### config.mk
export PLATFORM = sky130hd
export DESIGN_NAME = cpu_step_ctrl
export DESIGN_NICKNAME = d
export VERILOG_FILES = /design/src/rtl/cpu_step_ctrl.sv
export SDC_FILE = /design/constraint.sdc
export NUM_CORES = 1
export LEC_CHECK = 0
export CAP_MARGIN = 15
export CORE_AREA = 10 10 83 85
export DETAILED_ROUTE_END_ITERATION = 12
export DIE_AREA = 0 0 93 95
export GPL_TIMING_DRIVEN = 0
export PLACE_DENSITY_LB_ADDON = 0.3
export SKIP_CTS_REPAIR_TIMING = 1
export SYNTH_ARGS = -nofsm -noshare
export SYNTH_HDL_FRONTEND = slang
export SYNTH_SLANG_ARGS = --single-unit
### constraint.sdc
create_clock -name clk -period 3.2 [get_ports clk]
set_clock_uncertainty 0.2 [all_clocks]
set_input_delay 0.64 -clock clk [delete_from_list [all_inputs] [get_ports clk]]
set_output_delay 0.64 -clock clk [all_outputs]
set_load 0.01 [all_outputs]
### src/rtl/cpu_step_ctrl.sv
// rtl/cpu_step_ctrl.sv - execution sequencer: free-run ticks, debounced single-step, PC breakpoint halt.
// Optional feature macro: STEP_BKPT_EN (breakpoint compare and HALT state).
module cpu_step_ctrl #(
    parameter int TICK_DIV  = 25000000,
    parameter int DB_CYCLES = 500000,
    parameter int PC_W      = 8
) (
    input  logic            clk,
    input  logic            rst,
    input  logic            run_sw,
    input  logic            step_btn,
    input  logic [PC_W-1:0] pc,
    input  logic [PC_W-1:0] bkpt_pc,
    input  logic            bkpt_sw,
    output logic            cpu_en,
    output logic [1:0]      state,
    output logic            halted,
    output logic [15:0]     cyc_cnt
);
    localparam logic [1:0] S_IDLE = 2'b00;
    localparam logic [1:0] S_RUN  = 2'b01;
    localparam logic [1:0] S_STEP = 2'b10;
    localparam logic [1:0] S_HALT = 2'b11;

    localparam int TW = $clog2(TICK_DIV);
    localparam int DW = $clog2(DB_CYCLES + 1);
    localparam logic [TW-1:0] TICK_LAST = TW'(TICK_DIV - 1);
    localparam logic [DW-1:0] DB_LAST   = DW'(DB_CYCLES);

    logic          r_sync1, r_sync2, r_db_level, r_db_prev;
    logic [DW-1:0] r_db_cnt;
    logic [1:0]    r_state;
    logic [TW-1:0] r_tick;
    logic          r_cpu_en;
    logic [15:0]   r_cyc_cnt;

    logic          w_press, w_tick, w_bkpt, w_en_nxt;
    logic [1:0]    w_state_nxt;
    logic [TW-1:0] w_tick_nxt;

    // The debounced level only flips after the synchronized input disagrees for DB_CYCLES+1 edges
    always_ff @(posedge clk) begin
        if (rst) begin
            r_sync1    <= 1'b0;
            r_sync2    <= 1'b0;
            r_db_level <= 1'b0;
            r_db_prev  <= 1'b0;
            r_db_cnt   <= '0;
        end else begin
            r_sync1   <= step_btn;
            r_sync2   <= r_sync1;
            r_db_prev <= r_db_level;
            if (r_sync2 == r_db_level) begin
                r_db_cnt <= '0;
            end else if (r_db_cnt == DB_LAST) begin
                r_db_level <= r_sync2;
                r_db_cnt   <= '0;
            end else begin
                r_db_cnt <= r_db_cnt + DW'(1);
            end
        end
    end

    assign w_press = r_db_level & ~r_db_prev;
    assign w_tick  = (r_tick == TICK_LAST);

`ifdef STEP_BKPT_EN
    assign w_bkpt = w_tick & bkpt_sw & (pc == bkpt_pc);
    assign halted = (r_state == S_HALT);
`else
    logic w_unused;
    assign w_unused = ^{pc, bkpt_pc, bkpt_sw};
    assign w_bkpt   = 1'b0;
    assign halted   = 1'b0;
`endif

    // Run-switch release beats a same-cycle tick; tick counter is held at zero outside RUN
    always_comb begin
        w_state_nxt = r_state;
        w_en_nxt    = 1'b0;
        w_tick_nxt  = '0;
        case (r_state)
            S_IDLE: begin
                if (run_sw) begin
                    w_state_nxt = S_RUN;
                end else if (w_press) begin
                    w_state_nxt = S_STEP;
                    w_en_nxt    = 1'b1;
                end
            end
            S_RUN: begin
                if (!run_sw) begin
                    w_state_nxt = S_STEP;
                end else if (w_tick) begin
                    if (w_bkpt) w_state_nxt = S_HALT;
                    else        w_en_nxt    = 1'b1;
                end else begin
                    w_tick_nxt = r_tick + TW'(1);
                end
            end
            S_STEP: begin
                if (w_press) w_en_nxt    = 1'b1;
                if (run_sw)  w_state_nxt = S_RUN;
            end
            S_HALT: begin
                if (w_press) begin
                    w_en_nxt    = 1'b1;
                    w_state_nxt = S_STEP;
                end
            end
            default: w_state_nxt = S_IDLE;
        endcase
    end

    always_ff @(posedge clk) begin
        if (rst) begin
            r_state   <= S_IDLE;
            r_tick    <= '0;
            r_cpu_en  <= 1'b0;
            r_cyc_cnt <= '0;
        end else begin
            r_state   <= w_state_nxt;
            r_tick    <= w_tick_nxt;
            r_cpu_en  <= w_en_nxt;
            r_cyc_cnt <= r_cyc_cnt + {15'd0, r_cpu_en};
        end
    end

    assign cpu_en  = r_cpu_en;
    assign state   = r_state;
    assign cyc_cnt = r_cyc_cnt;
endmodule

* Word level (Yosys, flattened, before mapping)
Index checks and enable logic that the tools add are counted.
** Word-level totals
- Bits in registers :: 67
- Bits of input ports :: 21
- Output and inout bits :: 20
- Logic and storage cells :: 41
** Cells by class
- $add $sub $neg :: 3
- Equality and inequality tests :: 8
- Multiplexer cells :: 10
- Bitwise operators :: 5
- Reduce and logical (&&, ||, !) cells :: 6
** Operator list (number)
- 25-bit by 1-bit adder with 25-bit output (second input constant) :: 1
- 25-bit == test (second input constant) :: 1
- 19-bit by 1-bit adder with 19-bit output (second input constant) :: 1
- 19-bit == test (second input constant) :: 1
- 16-bit by 1-bit adder with 16-bit output :: 1
- 2-bit two-way mux :: 4
- 2-bit one-hot mux with 4 select lines :: 1
- 2-bit == test (second input constant) :: 2
- 1-bit two-way mux :: 4
- 2-bit inequality test (second input constant) :: 2
- 1-bit NOT :: 4
- 2-bit AND reduction :: 2
- 4-bit OR reduction :: 1
- 1-bit one-hot mux with 3 select lines :: 1
- 3-bit OR reduction :: 1
- 2-bit by 1-bit == test with 1-bit output (second input constant) :: 1
- 2-bit logical NOT :: 1
- 2-bit OR reduction :: 1
- 1-bit bitwise AND :: 1
- 1-bit == test :: 1

* Depth between registers and ports, before layout
Gate-level depths: netlist of the first run.
- Depth in word-level cells :: 5
- Gate-level depth with buffers :: 7

* Least setup slack after synthesis of the first run
Ideal clock, no wire load.
- Path kind :: reg-to-reg
- From :: register r_db_cnt[7]
- To :: register r_db_cnt[10]
- Library setup time :: 0.115 ns
- Data arrival time :: 1.766 ns
- Data required time :: 2.885 ns
- Setup slack :: 1.120 ns
- Stages on the path, launching flop included :: 6
- Buffers on the path :: 1
- Path through :: dfxtp_1 -> or4b_1 -> or4_4 -> o21ai_4 -> buf_4 -> nor2_1
** On the way
- Cells in the longest elaborated chain, start to end :: 2
- Elaborated cells on any way between the ends :: 3
- Those cells by class :: add/sub (1); eq/ne (1); reduce/logical (1)
** Ends and longest elaborated chain
- start: declaration :: line 31 : logic [DW-1:0] r_db_cnt;
- start signal: assignment :: line 59 : r_db_cnt <= r_db_cnt + DW'(1);
- parallel branches: the longest is 2 deep, another holds 19-bit by 1-bit adder with 19-bit output
Several ways; the timed one is not identified.
A chain may end at the register's enable or synchronous reset.

* Final worst setup path of the first run
- From :: register r_tick[2]
- To :: register r_tick[2]
** On the way
- Cells in the longest elaborated chain, start to end :: 2
- Elaborated cells on any way between the ends :: 3
- Those cells by class :: add/sub (1); eq/ne (1); reduce/logical (1)
** Ends and longest elaborated chain
- start: declaration :: line 33 : logic [TW-1:0] r_tick;
- start signal: assignment :: line 123 : r_tick <= w_tick_nxt;
- parallel branches: the longest is 2 deep, another holds 25-bit by 1-bit adder with 25-bit output
Several ways; the timed one is not identified.

==> flow_summary.toml, run 1 <==
[logic_synthesis]
yosysWarnings = 0
synth_nets = 371
synth-seq-area-share_pct = 44.7
synth_area_leaders = "dfxtp_1 45%, nor2_1 5.6%, xnor2_1 5.3%, xor2_1 5.0%, a21oi_1 4.0%"
yosysTopAreaCellShare_pct = 44.7
avgSynthCellArea_sq_um = 8.69
syn_area_sq_um = 3000
syn_inst = 345
yosysTopAreaCell = "dfxtp_1"
synthArstFlopShare_pct = 0
synth-edff-count = 0
netlist-cell-type-count = 34
synth_seq_cells = 67
synth_ff_type = "dfxtp_1"

[sta]
final.period_utilization_pct = 75.7
period_needed_ns = 2.42
setup_violations = 0
fin_setup_tns_ns = 0
slew_viol_final = 0
fmax_mhz = 413
timing.final.hold_violations = 0
grt_setup_unrepaired = "no"
worst_pin_slew_ns = 0.810
slew_headroom_pct = 45.5

[die]
die_h_microns = 95
die_width_microns = 93
die-area_sq_um = 8840
num_rows = 27
core_area_sq_um = 5340
io_pins = 41
initial_core_util_pct = 56.2

[run]
drv_cap = 0

[global_routing]
grt_use_total_pct = 14.8
grt_max_degree = 12
antenna_found_initial = 0
grt-ovfl-total = 0
grt_pass1_vias = 2292
grt_pass1_wl_microns = 10600

[setup_path]
crit_top_cell = "buf_2"
cp_max_fo = 10
path_cells = "and3_1, buf_2, nand3_1, o31ai_1, buf_2, nor2_1"
crit_path_top_delay_cell = "o31ai_1"
cp.arrival_ns = 2.45
cp.required_ns = 3.23
worstSetupEndpointType = "flop"
cp.buffers_inverters = 2
crit_type = "flop to flop"
path_delay_family = "compound AO/OA/AOI/OAI gates"
startpoint_type = "flop"
max_stage_delay_ns = 0.73

[placement]
placedCellCount = 439
io_buffer_count = 22
routabilityCongestion = 0.770
hpwl_microns = 4360

[cells_and_area]
num_antenna_cells = 0
stdcell_count = 455
layout_commonest_cell = "dfxtp_1"
mostFrequentLayoutCells = "67 x dfxtp_1, 45 x nor2_1, 24 x a21oi_1"
drive_gt1_share_pct = 6.53
area_growth_pct = 17.4
finalNetCount = 404

[drt]
drt_iter0_drc = 143
viasPerCell = 5.63
drtAntennaViolNets = 0
num_vias = 2561
drtPass1Iterations = 4
drc = 0
finalWirelength_microns = 6120
wl_per_cell_microns = 13.5

[hold_path]
hold_class = "flop to flop"

[power]
pwr_density_cell_nw_per_um2 = 455
vdd_drop_max_v = 0.000248
cellLeakagePower_nw = 1.07

[clock_tree]
cts_sinks = 67
cts_max_path_buffers = 2
cts-htree-levels = 3
clk_latency_ns = 0.34
path_clk_slew_ns = 0.07
cts_tree = "yes"
cts-root-buf = "clkbuf_8"
cts-buffers-inserted = 9

[outcome]
status = "complete, no violations"
-- report_power, final --
group	leakage (nW)	internal, mW	switching [mW]
Sequential	0.540	0.837	0.00332
Clock	0.108	0.421	0.314
Combinational	0.419	0.0112	0.0163
-- cell families (layout without fill, tap and decap cells) --
logic type      count (synthesis)  count (layout)  synth area share (%)
flops                          67              67                  44.7
fa+ha+maj                       5               5                  2.09
xor+xnor                       35              35                  10.2
compound gates                 50              50                  10.1
simple gates                  164             164                  29.5
buf+inv                        23              61                  3.26
other cells                     1               1                 0.125
-- cell usage after synthesis, drive strengths merged (6+ instances only) --
library cell  instances
xor2                 17
inv                  10
nor4                  6
o21ai                11
nand3                21
nor2b                 6
xnor2                18
a21oi                24
nand4                15
o31ai                11
nand2                20
or4                  12
nor2                 45
clkbuf                8
dfxtp                67
or3                  11
-- registers in the layout, indices dropped and copies added (netlist names) --
signal / flops
cpu_en: 1
cyc_cnt: 16
r_db_cnt: 19
r_sync1: 1
r_db_level: 1
state: 2
r_tick: 25
r_sync2: 1
r_db_prev: 1
-- final cells by class --
type | count | area, sq um
tap | 72 | 90.1
buffer | 13 | 60.1
multi-input combinational | 255 | 1560
sequential | 67 | 1340
timing repair buffer | 22 | 220
clock inverter | 4 | 47.5
clock buffer | 12 | 165
fill | 481 | 1820
inverter | 10 | 37.5
-- stage by stage --
step	total power, mW	utilization [%]	instance area [sq um]	hold WS, ns	setup slack [ns]
after detailed placement	0.886	62.0	3310	0.230	0.797
after floorplan	0.873	-	3000	0.214	1.12
final	1.60	66.0	3520	0.242	0.779
after global routing	1.65	66.0	3520	0.256	0.588
after CTS	1.62	66.0	3520	0.246	0.780
after global placement	0.885	62.0	3310	0.218	0.845
-- per-layer routing --
layer | GRT usage [%] | share of wire [%]
met1 | 18.7 | 47
met2 | 22.1 | 45
met3 | 4.12 | 5.2
met4 | 8.35 | 2.3
met5 | 0 | 0
-- path summary, 6_finish.rpt --
kind | to | start | slack [ns] | depth (start not counted)
max | r_tick[2] | r_tick[2] | 0.78 | 6
min | r_sync2 | r_sync1 | 0.24 | 1
max reg2reg | r_tick[2] | r_tick[2] | 0.78 | 6
min reg2reg | r_sync2 | r_sync1 | 0.24 | 1
-- worst reg2reg max path: stages (launching register included) --
cell and delay (ns):
dfxtp_1 0.41, and3_1 0.17, buf_2 0.20, nand3_1 0.15, o31ai_1 0.73, buf_2 0.37, nor2_1 0.09
(Power assumes the default switching activity.)
==> run 2: changes to the inputs <==
- CORE_AREA: 10 10 83 85 -> 10 10 86 88
- DIE_AREA: 0 0 93 95 -> 0 0 96 98
- clock period: 3.2 -> 2.39 ns (I/O delays scaled with it)
==> flow_summary.toml, run 2 (synthesis results as in run 1) <==
[outcome]
status = "complete, no violations"

[die]
die_width_microns = 96
io_pins = 41
initial_core_util_pct = 52.2
core_area_sq_um = 5750
die-area_sq_um = 9410
die_h_microns = 98
num_rows = 28

[clock_tree]
cts_tree = "yes"
cts-buffers-inserted = 9
cts-root-buf = "clkbuf_8"
path_clk_slew_ns = 0.07
clk_latency_ns = 0.34
cts_max_path_buffers = 2
cts_sinks = 67
cts-htree-levels = 3

[setup_path]
r2r_cells = 5
cp.buffers_inverters = 1
startpoint_type = "flop"
cp_max_fo = 10
path_cells = "or4b_1, or4_4, o21ai_4, buf_4, nor2_1"
r2r_slack_ns = 0.14
crit_path_top_delay_cell = "or4b_1"
max_stage_delay_ns = 0.52
worstSetupEndpointType = "flop"
path_delay_family = "simple AND/OR/NAND/NOR gates"
cp.depth = 5
cp.arrival_ns = 2.29
cp.required_ns = 2.43
crit_type = "flop to flop"

[drt]
finalWirelength_microns = 5920
wl_per_cell_microns = 12.9
drtPass1Iterations = 4
num_vias = 2546
drc = 0
viasPerCell = 5.56
drt_iter0_drc = 107
drtAntennaViolNets = 0

[sta]
fin_ws_ns = 0.136
worst_pin_slew_ns = 0.511
timing.final.hold_violations = 0
slew_headroom_pct = 65.7
final.period_utilization_pct = 94.3
slew_viol_final = 0
fin_setup_tns_ns = 0
period_needed_ns = 2.25
setup_violations = 0
grt_setup_unrepaired = "no"
fmax_mhz = 444
hold_slack_ns = 0.237

[placement]
hpwl_microns = 4150
io_buffer_count = 22
routabilityCongestion = 0.759
dp_slack_ns = 0.0320

[cells_and_area]
regMostFlops = "r_tick"
drive_gt1_share_pct = 7.05
largest_reg_flops = 25
finalNetCount = 404
area_growth_pct = 17.9
num_antenna_cells = 0
layout_commonest_cell = "dfxtp_1"
mostFrequentLayoutCells = "67 x dfxtp_1, 45 x nor2_1, 24 x a21oi_1"
fillers = 524

[power]
vdd_drop_max_v = 0.000279
pwr_density_cell_nw_per_um2 = 619
cellLeakagePower_nw = 1.06
totalPowerFinal_mw = 2.19

[run]
drv_cap = 0

[global_routing]
grt_use_total_pct = 12.5
grt_pass1_vias = 2253
antenna_found_initial = 0
grt-ovfl-total = 0
grt_max_degree = 13
grt_pass1_wl_microns = 9760

[hold_path]
hold_path_depth = 1
hold_class = "flop to flop"
[run 2: cell count changes in the layout (fill, tap and decap cells not counted)]
| cell | before | now |
|---|---|---|
| o31ai_2 | 0 | 1 |
| bufinv_16 | 1 | 2 |
| clkbuf_1 | 8 | 7 |
| clkbuf_2 | 0 | 1 |
| clkbuf_8 | 12 | 9 |
| o31ai_1 | 11 | 10 |
| clkinvlp_4 | 1 | 3 |
[run 2: final timing paths]
check                endpoint        start
hold / removal        r_sync2      r_sync1
setup / recovery  r_db_cnt[3]  r_db_cnt[7]
setup reg to reg  r_db_cnt[3]  r_db_cnt[7]
hold reg to reg       r_sync2      r_sync1
[run 2: power breakdown]
group / switching, mW / leakage (nW) / internal, mW
combinational: 0.0206 / 0.422 / 0.0151
sequential: 0.00416 / 0.540 / 1.12
clock: 0.444 / 0.101 / 0.583
total: 0.469 / 1.06 / 1.72
[run 2: routing by layer]
layer  wire length (microns)  vias up  global-route usage, %
met5                       0        -                      0
met4                     120        0                   8.06
met3                     321       10                   2.91
met2                    2580       49                   18.2
met1                    2900     1182                   16.0
li1                        -     1305                      -
[run 2: metrics by stage]
step	std cells	utilization [%]	cell area [sq um]
after CTS	458	61.4	3530
final	458	61.5	3530
after detailed placement	442	57.6	3310
after global routing	458	61.5	3530
after floorplan	345	-	3000
after global placement	442	57.6	3310
[run 2: area by class of cell]
type	instances	area [sq um]	area share [%]
clock inverter	7	92.6	2.62
tap	75	93.8	2.65
sequential	67	1340	37.9
multi-input combinational	255	1560	44.2
buffer	13	61.3	1.73
timing repair buffer	22	220	6.23
clock buffer	9	124	3.50
inverter	10	37.5	1.06
